`config.mk`:
```
export PLATFORM = sky130hd
export DESIGN_NAME = nb_pos_write_dispatch
export DESIGN_NICKNAME = d
export VERILOG_FILES = /design/src/rtl/MD_pkg.sv /design/src/rtl/compute_nb_cid_1d.sv /design/src/rtl/nb_pos_write_dispatch.sv
export SDC_FILE = /design/constraint.sdc
export NUM_CORES = 1
export LEC_CHECK = 0
export ABC_CLOCK_PERIOD_IN_PS = 6600
export CAP_MARGIN = 20
export CORE_ASPECT_RATIO = 1.1
export CORE_MARGIN = 3
export CORE_UTILIZATION = 42
export CTS_BUF_LIST = sky130_fd_sc_hd__clkbuf_8
export CTS_CLUSTER_DIAMETER = 80
export CTS_CLUSTER_SIZE = 20
export DETAILED_ROUTE_END_ITERATION = 10
export GPL_ROUTABILITY_DRIVEN = 0
export SLEW_MARGIN = 20
export SYNTH_ARGS = -nofsm -noshare
export SYNTH_HDL_FRONTEND = slang
export SYNTH_SLANG_ARGS = --single-unit
```
`constraint.sdc`:
```
create_clock -name clk -period 6.6 [get_ports clk]
set_input_delay 1.98 -clock clk [delete_from_list [all_inputs] [get_ports clk]]
set_output_delay 1.98 -clock clk [all_outputs]
set_load 0.02 [all_outputs]
```
`src/rtl/MD_pkg.sv`:
```
// Shared types for the neighbour-position write path: slot geometry,
// per-dimension neighbour codes and the received position packet.
package MD_pkg;

    localparam int NUM_NB_CELLS         = 27;
    localparam int NB_IDX_WIDTH         = 5;
    localparam int GLOBAL_CELL_ID_WIDTH = 3;
    localparam int POS_DATA_WIDTH       = 96;

    typedef enum logic [1:0] {
        NB_MINUS = 2'b01,
        NB_HOME  = 2'b10,
        NB_PLUS  = 2'b11
    } nb_code_t;

    typedef struct packed {
        logic [GLOBAL_CELL_ID_WIDTH-1:0] x;
        logic [GLOBAL_CELL_ID_WIDTH-1:0] y;
        logic [GLOBAL_CELL_ID_WIDTH-1:0] z;
        logic [POS_DATA_WIDTH-1:0]       data;
        logic                            last;
    } pos_pkt_t;

    // Codes run 1..3, so code-1 is the 0..2 offset in each dimension.
    function automatic logic [NB_IDX_WIDTH-1:0] nb_flat_idx(input nb_code_t cx,
                                                            input nb_code_t cy,
                                                            input nb_code_t cz);
        int ix;
        int iy;
        int iz;
        ix = int'(cx) - 1;
        iy = int'(cy) - 1;
        iz = int'(cz) - 1;
        return NB_IDX_WIDTH'(ix * 9 + iy * 3 + iz);
    endfunction

endpackage

```
`src/rtl/compute_nb_cid_1d.sv`:
```
// One-dimension neighbour code of a source cell relative to home, with
// periodic wrap. Non-neighbours fall into NB_PLUS; callers range-check.
module compute_nb_cid_1d
    import MD_pkg::*;
#(
    parameter int DIM = 4
) (
    input  logic [GLOBAL_CELL_ID_WIDTH-1:0] home_i,
    input  logic [GLOBAL_CELL_ID_WIDTH-1:0] src_i,
    output nb_code_t                        code_o
);

    localparam int            GW      = GLOBAL_CELL_ID_WIDTH;
    localparam logic [GW-1:0] LAST_ID = GW'(DIM - 1);

    logic [GW-1:0] minus_id;

    assign minus_id = (home_i == '0) ? LAST_ID : home_i - GW'(1);

    always_comb begin
        if (src_i == home_i) begin
            code_o = NB_HOME;
        end else if (src_i == minus_id) begin
            code_o = NB_MINUS;
        end else begin
            code_o = NB_PLUS;
        end
    end

endmodule

```
`src/rtl/nb_pos_write_dispatch.sv`:
```
// Maps remote position packets onto the 27 neighbour slots, hands out
// per-slot write addresses and tracks end-of-cell markers per timestep.
module nb_pos_write_dispatch
    import MD_pkg::*;
#(
    parameter int HOME_X        = 1,
    parameter int HOME_Y        = 1,
    parameter int HOME_Z        = 1,
    parameter int DIM_X         = 4,
    parameter int DIM_Y         = 4,
    parameter int DIM_Z         = 4,
    parameter int DATA_WIDTH    = POS_DATA_WIDTH,
    parameter int CELL_CAPACITY = 64,
    parameter int ADDR_WIDTH    = $clog2(CELL_CAPACITY) + 1
) (
    input  logic                            clk,
    input  logic                            rst_n,
    input  logic                            i_start,
    input  logic [4:0]                      i_num_src_cells,
    input  logic                            i_valid,
    output logic                            o_ready,
    input  logic [GLOBAL_CELL_ID_WIDTH-1:0] i_src_gcid_x,
    input  logic [GLOBAL_CELL_ID_WIDTH-1:0] i_src_gcid_y,
    input  logic [GLOBAL_CELL_ID_WIDTH-1:0] i_src_gcid_z,
    input  logic [DATA_WIDTH-1:0]           i_data,
    input  logic                            i_last,
    output logic                            o_wr_en,
    output logic [NB_IDX_WIDTH-1:0]         o_wr_nb_idx,
    output logic [ADDR_WIDTH-1:0]           o_wr_addr,
    output logic [DATA_WIDTH-1:0]           o_wr_data,
    output logic                            o_done,
    output logic                            o_overflow,
    output logic [7:0]                      o_err_cnt,
    input  logic [NB_IDX_WIDTH-1:0]         i_rd_idx,
    output logic [ADDR_WIDTH-1:0]           o_rd_count
);

    localparam int                    GW      = GLOBAL_CELL_ID_WIDTH;
    localparam logic [GW-1:0]         HOME_XG = GW'(HOME_X);
    localparam logic [GW-1:0]         HOME_YG = GW'(HOME_Y);
    localparam logic [GW-1:0]         HOME_ZG = GW'(HOME_Z);
    localparam logic [ADDR_WIDTH-1:0] CAP_CNT = ADDR_WIDTH'(CELL_CAPACITY);

    typedef enum logic [1:0] {
        ST_IDLE = 2'd0,
        ST_RECV = 2'd1,
        ST_DONE = 2'd2
    } state_t;

    function automatic logic nb_in_range(input logic [GW-1:0] src,
                                         input int home, input int dim);
        int s;
        s = int'(src);
        return (s == home) || (s == (home + dim - 1) % dim) || (s == (home + 1) % dim);
    endfunction

    state_t                   state_q, state_d;
    logic                     s1_vld_q;
    pos_pkt_t                 s1_pkt_q, in_pkt;
    logic [ADDR_WIDTH-1:0]    cnt_q [NUM_NB_CELLS];
    logic [ADDR_WIDTH-1:0]    cnt_d [NUM_NB_CELLS];
    logic [4:0]               last_cnt_q, last_cnt_d;
    logic                     wr_en_q, wr_en_d;
    logic [NB_IDX_WIDTH-1:0]  wr_idx_q, wr_idx_d;
    logic [ADDR_WIDTH-1:0]    wr_addr_q, wr_addr_d;
    logic [DATA_WIDTH-1:0]    wr_data_q, wr_data_d;
    logic                     done_q, done_d;
    logic                     overflow_q, overflow_d;
    logic [7:0]               err_cnt_q, err_cnt_d;

    nb_code_t                 code_x, code_y, code_z;
    logic                     in_range;
    logic [NB_IDX_WIDTH-1:0]  slot;
    logic [ADDR_WIDTH-1:0]    cur_cnt;
    logic                     accept;

    assign o_ready = (state_q == ST_RECV) && !i_start;
    assign accept  = i_valid && o_ready;

    always_comb begin
        in_pkt      = '0;
        in_pkt.x    = i_src_gcid_x;
        in_pkt.y    = i_src_gcid_y;
        in_pkt.z    = i_src_gcid_z;
        in_pkt.data = i_data;
        in_pkt.last = i_last;
    end

    compute_nb_cid_1d #(.DIM(DIM_X)) u_cid_x (.home_i(HOME_XG), .src_i(s1_pkt_q.x), .code_o(code_x));
    compute_nb_cid_1d #(.DIM(DIM_Y)) u_cid_y (.home_i(HOME_YG), .src_i(s1_pkt_q.y), .code_o(code_y));
    compute_nb_cid_1d #(.DIM(DIM_Z)) u_cid_z (.home_i(HOME_ZG), .src_i(s1_pkt_q.z), .code_o(code_z));

    assign in_range = nb_in_range(s1_pkt_q.x, HOME_X, DIM_X) &&
                      nb_in_range(s1_pkt_q.y, HOME_Y, DIM_Y) &&
                      nb_in_range(s1_pkt_q.z, HOME_Z, DIM_Z);
    assign slot     = nb_flat_idx(code_x, code_y, code_z);
    assign cur_cnt  = cnt_q[slot];

    always_comb begin
        state_d    = state_q;
        cnt_d      = cnt_q;
        last_cnt_d = last_cnt_q;
        wr_en_d    = 1'b0;
        wr_idx_d   = wr_idx_q;
        wr_addr_d  = wr_addr_q;
        wr_data_d  = wr_data_q;
        done_d     = 1'b0;
        overflow_d = overflow_q;
        err_cnt_d  = err_cnt_q;

        // S2: markers count even when the packet itself is dropped.
        if (s1_vld_q) begin
            if (s1_pkt_q.last) begin
                if (last_cnt_q != '1) begin
                    last_cnt_d = last_cnt_q + 5'd1;
                end
                if (state_q == ST_RECV && last_cnt_d == i_num_src_cells) begin
                    done_d  = 1'b1;
                    state_d = ST_DONE;
                end
            end
            if (!in_range) begin
                if (err_cnt_q != 8'hFF) begin
                    err_cnt_d = err_cnt_q + 8'd1;
                end
            end else if (cur_cnt == CAP_CNT) begin
                overflow_d = 1'b1;
            end else begin
                wr_en_d     = 1'b1;
                wr_idx_d    = slot;
                wr_addr_d   = cur_cnt;
                wr_data_d   = s1_pkt_q.data;
                cnt_d[slot] = cur_cnt + ADDR_WIDTH'(1);
            end
        end

        // A new timestep wins over anything S2 produced this cycle.
        if (i_start) begin
            for (int i = 0; i < NUM_NB_CELLS; i++) begin
                cnt_d[i] = '0;
            end
            last_cnt_d = '0;
            overflow_d = 1'b0;
            err_cnt_d  = '0;
            wr_en_d    = 1'b0;
            done_d     = 1'b0;
            state_d    = ST_RECV;
        end
    end

    always_ff @(posedge clk or negedge rst_n) begin
        if (!rst_n) begin
            state_q    <= ST_IDLE;
            s1_vld_q   <= 1'b0;
            s1_pkt_q   <= '0;
            cnt_q      <= '{default: '0};
            last_cnt_q <= '0;
            wr_en_q    <= 1'b0;
            wr_idx_q   <= '0;
            wr_addr_q  <= '0;
            wr_data_q  <= '0;
            done_q     <= 1'b0;
            overflow_q <= 1'b0;
            err_cnt_q  <= '0;
        end else begin
            state_q    <= state_d;
            s1_vld_q   <= accept;
            if (accept) begin
                s1_pkt_q <= in_pkt;
            end
            cnt_q      <= cnt_d;
            last_cnt_q <= last_cnt_d;
            wr_en_q    <= wr_en_d;
            wr_idx_q   <= wr_idx_d;
            wr_addr_q  <= wr_addr_d;
            wr_data_q  <= wr_data_d;
            done_q     <= done_d;
            overflow_q <= overflow_d;
            err_cnt_q  <= err_cnt_d;
        end
    end

    assign o_wr_en     = wr_en_q;
    assign o_wr_nb_idx = wr_idx_q;
    assign o_wr_addr   = wr_addr_q;
    assign o_wr_data   = wr_data_q;
    assign o_done      = done_q;
    assign o_overflow  = overflow_q;
    assign o_err_cnt   = err_cnt_q;
    assign o_rd_count  = (i_rd_idx < NB_IDX_WIDTH'(NUM_NB_CELLS)) ? cnt_q[i_rd_idx] : '0;

endmodule

```
== After elaboration in Yosys (flattened, before gate mapping) ==
Index checks and enable logic that the tools add are counted.
W data, S select, Z words.
Storage, ports and cells
  register bits: 422
  input bits: 120
  output and inout bits: 127
  logic and storage cells: 152
Operators by class
  add/sub/neg operators: 8
  multiply operators: 2
  order comparisons: 4
  eq/ne operators: 16
  multiplexer cells: 46
  bitwise operators: 3
  reduce and logical (&&, ||, !) cells: 31
Operators with widths (number)
  $mux W189: 4
  $bwmux W189: 1
  $bmux W7 S5: 2
  $mux W7: 6
  $demux W7 S5: 1
  $mux W8: 4
  $mux W5: 6
  $mux W2: 10
  $logic_not A3 Y1: 6
  $reduce_and A3 Y1: 5
  $ge A6 B6 Y1 const B: 2
  $mux W1: 12
  $not A5 Y6: 2
  $reduce_bool A2 Y1: 6
  $eq A3 B1 Y1 const B: 3
  $eq A3 B2 Y1 const B: 3
  $eq A3 B3 Y1 const B: 3
  $sub A2 B1 Y3 const B: 3
  $add A8 B1 Y8 const B: 1
  $ne A8 B8 Y1 const B: 1
  $add A7 B1 Y7 const B: 1
  $eq A7 B7 Y1 const B: 1
  $logic_and A1 B1 Y1: 6
  $logic_or A1 B1 Y1: 6
  other kinds (14): 15

== Depth between registers and ports, before layout ==
  depth after elaboration: 17
  mapped depth: 23
  mapped depth without buffers: 19

== By module ==
From an unflattened synthesis, not the netlist that was laid out.
Second synthesis, totals
  cell total of the unflattened synthesis: 1721
  area, all modules: 21058.9 um2
Modules (own cells, without submodules)
  nb_pos_write_dispatch: times used 1, cells an instance 1670, area an instance 20657.3 um2, seq. area each 10560.1 um2
  compute_nb_cid_1d: times used 3, cells an instance 17, area an instance 133.9 um2, seq. area each 0.0 um2

== Least setup slack after synthesis ==
OpenSTA, ideal clock, no wires.
  path kind: in2out
  start point: input port i_rd_idx[0]
  end point: output port o_rd_count[3]
  arrival: 4.355 ns
  data required time: 4.620 ns
  path slack: 0.265 ns
  cell stages on the path: 7
  path buffers: 3
  cells stage by stage: clkbuf_1 buf_1 clkbuf_1 mux4_2 mux2i_1 o22ai_1 mux2_2
Between the ends
  longest elaborated chain between the ends: 5
  elaborated cells between the ends (all ways): 6
  those cells by class: 1 x order compare; 4 x mux; 1 x bitwise
Ends and longest elaborated chain
  start, declared: RTL line nb_pos_write_dispatch.sv:34  | input logic [NB_IDX_WIDTH-1:0] i_rd_idx,
  $not A5 Y6 (not written as such): RTL line nb_pos_write_dispatch.sv:190  | assign o_rd_count = (i_rd_idx < NB_IDX_WIDTH'(NUM_NB_CELLS)) ? cnt_q[i_rd_idx] : '0;
  $bmux W7 S5: RTL line nb_pos_write_dispatch.sv:190
  $mux W7 (not written as such) (2 in series): RTL line nb_pos_write_dispatch.sv:190
  $mux W7 *: RTL line nb_pos_write_dispatch.sv:190
  end, declared: RTL line nb_pos_write_dispatch.sv:35  | output logic [ADDR_WIDTH-1:0] o_rd_count
Mark *: on every way between the ends. The rest lies on a longest branch, timed or not. The select of a mux whose other input is x is not followed.

== Final worst setup path ==
  start point: input port i_rd_idx[1]
  end point: output port o_rd_count[5]
The elaborated chain is that of the path after synthesis.

==> impl_metrics.csv <==
group,metric,value,unit
floorplan,die_w,218.2,um
status,outcome,"completed",
critical_path,worstPathArrival,4.27,ns
sta,relSlewSlack,35.76,%
critical_path,cp_max_fo,22,
critical_path,startpoint_type,"primary input",
yosys,synthAdderAreaFrac,1.191,%
yosys,synth_top_family_by_area,"multiplexers",
routing,drt_iter0_drc,1244,
clock_tree,numCtsBuffers,28,
clock_tree,cts_tree,"done",
cells_and_area,area_delta_synth_final,17.37,%
sta,hold_viol,0,
routing,vias,14478,
critical_path,cp_num_buf_inv,3,
floorplan,core-area,48350,sq um
global_routing,track_usage,22.56,%
clock_tree,htreeDepth,1,
cells_and_area,diodes,0,
critical_path,worst_path_most_repeated_cell,"mux4_2",
sta,max_freq,160.0,MHz
clock_tree,cts_setup_buffers,0,
routing,viasPerCell,5.824,
floorplan,initial_utilization,43.03,%
yosys,synth_top_area_cell,"dfrtp_1",
critical_path,worstReg2RegStart,"s1_pkt_q[101]$_DFFE_PN0P_",
yosys,yosysSeqAreaShare,50.76,%
cells_and_area,drive_gt1_share,19.77,%
power,report.power.total,8.679,mW
yosys,async_flop_share,100.0,%
power,power_density,355.4,nW/um^2
yosys,synth_edf_count,0,
floorplan,ios,247,
routing,avgRoutedWirePerCell,23.65,um
yosys,ys.flop_type,"dfrtp_1",
floorplan,die-area,52250,sq um
routing,drtAntennaViolNets,0,
sta,clock_skew,0.03044,ns
hold_path,hold_start,"s1_pkt_q[66]$_DFFE_PN0P_",
yosys,syn_inst,1639,
yosys,ys_types,76,
routing,drc,0,
placement,dp.cells,2445,
floorplan,die_h,239.4,um
cells_and_area,layout.cells.most_common,"dfrtp_1",
clock_tree,cts_resized,0,
cells_and_area,nets,1968,
sta,setup_violations,0,
sta,final-max-slew-violation-count,0,
critical_path,worstPathCellList,"buf_2 > buf_12 > mux4_2 > mux4_2 > mux2_2 > clkdlybuf4s50_1",
global_routing,overflow,0,
critical_path,crit_type,"in -> out",
clock_tree,cts_hold_buf,0,
flow_run,cap_violations,0,
global_routing,grt_pass1_wl,91700,um
power,irDropWorstVdd,0.0002807,V
cells_and_area,mostFrequentLayoutCells,"dfrtp_1, clkdlybuf4s50_1, mux2_2",
hold_path,hp-class,"reg -> reg",
sta,fin_crit,6.248,ns
placement,place_area,23900,sq um
cells_and_area,final_cells,2486,
yosys,synth.area.mux_share,25.67,%
sta,fin_crit_sh,94.67,%
sta,fin_tns_setup,0,ns
yosys,syn_area,20800,sq um
clock_tree,clk_pin_slew,0.10,ns
yosys,synthSimpleGateAreaFrac,8.119,%
placement,port_buffers,246,
clock_tree,clock_latency,0.67,ns
yosys,yosys_register_bits,422,
sta,tightest_slew,0.9584,ns
yosys,synth_xor_area_share,1.125,%
global_routing,grt_pass1_vias,15136,
yosys,ys_warn_count,0,
yosys,synth.top_cell.area_share,50.76,%
floorplan,rows,84,
critical_path,critPathCaptureType,"output pin",
clock_tree,clockBufferDepth,3,
critical_path,cpPeakStageDelay,0.54,ns
power,p_leak,10.09,nW
sta,rsz0062_at_grt,"no",
clock_tree,root_buffer,"clkbuf_8",
placement,dp_hpwl,41100,um
clock_tree,cts.sinks,422,
global_routing,antenna_found_initial,4,
routing,routed_wl,58790,um
critical_path,crit_family,"buffers and inverters",
critical_path,slowest_stage,"clkdlybuf4s50_1",
cells_and_area,fin_area,24420,sq um
yosys,yosys-top-cells-area,"dfrtp_1, mux4_2, mux2_2, mux2_1, mux2i_1",
routing,dr.pass1.iters,5,
critical_path,worstPathRequired,4.62,ns
yosys,synth-compound-area-share,9.322,%
yosys,synth_area_per_cell,12.69,sq um
critical_path,cp-startpoint,"i_rd_idx[1]",
global_routing,grt_max_degree,119,
-- path summary, 6_finish.rpt --
check	endpoint	cells after the start	slack, ns
worst max register to register	cnt_q[80]$_DFFE_PN0P_	17	0.46
worst min register to register	o_wr_data[65]$_DFFE_PN0P_	1	0.49
worst min-delay path	o_wr_data[65]$_DFFE_PN0P_	1	0.49
min in group asynchronous	s1_pkt_q[13]$_DFFE_PN0P_	1	1.38
worst max-delay path	o_rd_count[5]	6	0.35
max in group asynchronous	o_wr_data[75]$_DFFE_PN0P_	2	4.06
-- synthesized netlist by cell type, types with 4 or more instances --
| cell type | count |
|---|---|
| a211oi_1 | 16 |
| a21oi_1 | 69 |
| a221oi_1 | 6 |
| a311o_1 | 5 |
| a311oi_1 | 25 |
| a31oi_1 | 4 |
| and2_1 | 8 |
| and4_1 | 4 |
| buf_1 | 15 |
| buf_2 | 28 |
| buf_4 | 6 |
| buf_6 | 17 |
| clkbuf_1 | 62 |
| dfrtp_1 | 422 |
| ha_1 | 15 |
| inv_1 | 23 |
| mux2_1 | 87 |
| mux2_2 | 128 |
| mux2i_1 | 82 |
| mux4_2 | 92 |
| nand2_1 | 112 |
| nand3_1 | 124 |
| nand4_1 | 4 |
| nor2_1 | 57 |
| nor2_4 | 5 |
| nor3_1 | 14 |
| nor4_1 | 5 |
| o21ai_0 | 96 |
| o22ai_1 | 8 |
| o31ai_1 | 4 |
| o31ai_4 | 11 |
| or2_2 | 4 |
| xnor2_1 | 8 |
| xor2_1 | 11 |
-- stage by stage --
stage | setup WS (ns) | util, % | hold slack (ns)
2_1_floorplan | 0.2653 | - | 0.4525
3_3_place_gp | 0.3354 | 49.44 | 0.4630
3_5_place_dp | 0.3459 | 49.44 | 0.4674
4_1_cts | 0.3413 | 50.50 | 0.4938
5_1_grt | 0.1828 | 50.51 | 0.5117
6_report | 0.3517 | 50.51 | 0.4931
-- flip-flops by register name, indices dropped and copies added, names as in the netlist --
name and count:
s1_vld_q 1, o_wr_nb_idx 5, o_wr_data 96, s1_pkt_q 106
state_q 2, o_wr_addr 7, o_err_cnt 8, last_cnt_q 5
cnt_q 189, o_done 1, o_wr_en 1, o_overflow 1
-- layout make-up --
type / count / area (sq um)
Fill cell: 4305 / 23930
Sequential cell: 422 / 10560
Multi-Input combinational cell: 1063 / 9530
Timing Repair Buffer: 291 / 2920
Tap cell: 645 / 807.0
Clock buffer: 29 / 399.1
Clock inverter: 12 / 111.4
Inverter: 24 / 91.34
-- cells by family after synthesis --
logic type      after synthesis
compound gates              273
xor+xnor                     22
fa+ha+maj                    18
buf+inv                     156
flops                       422
mux                         391
other cells                   2
simple gates                355
-- routing by layer --
layer / up-vias / global-route usage [%] / part of all wire, %
li1: 6391 / - / -
met1: 7379 / 30.18 / 41
met2: 585 / 35.54 / 46
met3: 115 / 8.031 / 10
met4: 8 / 5.160 / 2.6
met5: - / 0 / 0.083
-- report_power, final --
| group | switching, mW | internal (mW) | total [mW] |
|---|---|---|---|
| sequential | 0.224 | 3.00 | 3.23 |
| clock | 0.890 | 0.431 | 1.32 |
| combinational | 2.66 | 1.47 | 4.13 |
Note: power is estimated with default switching activity, not from simulation.
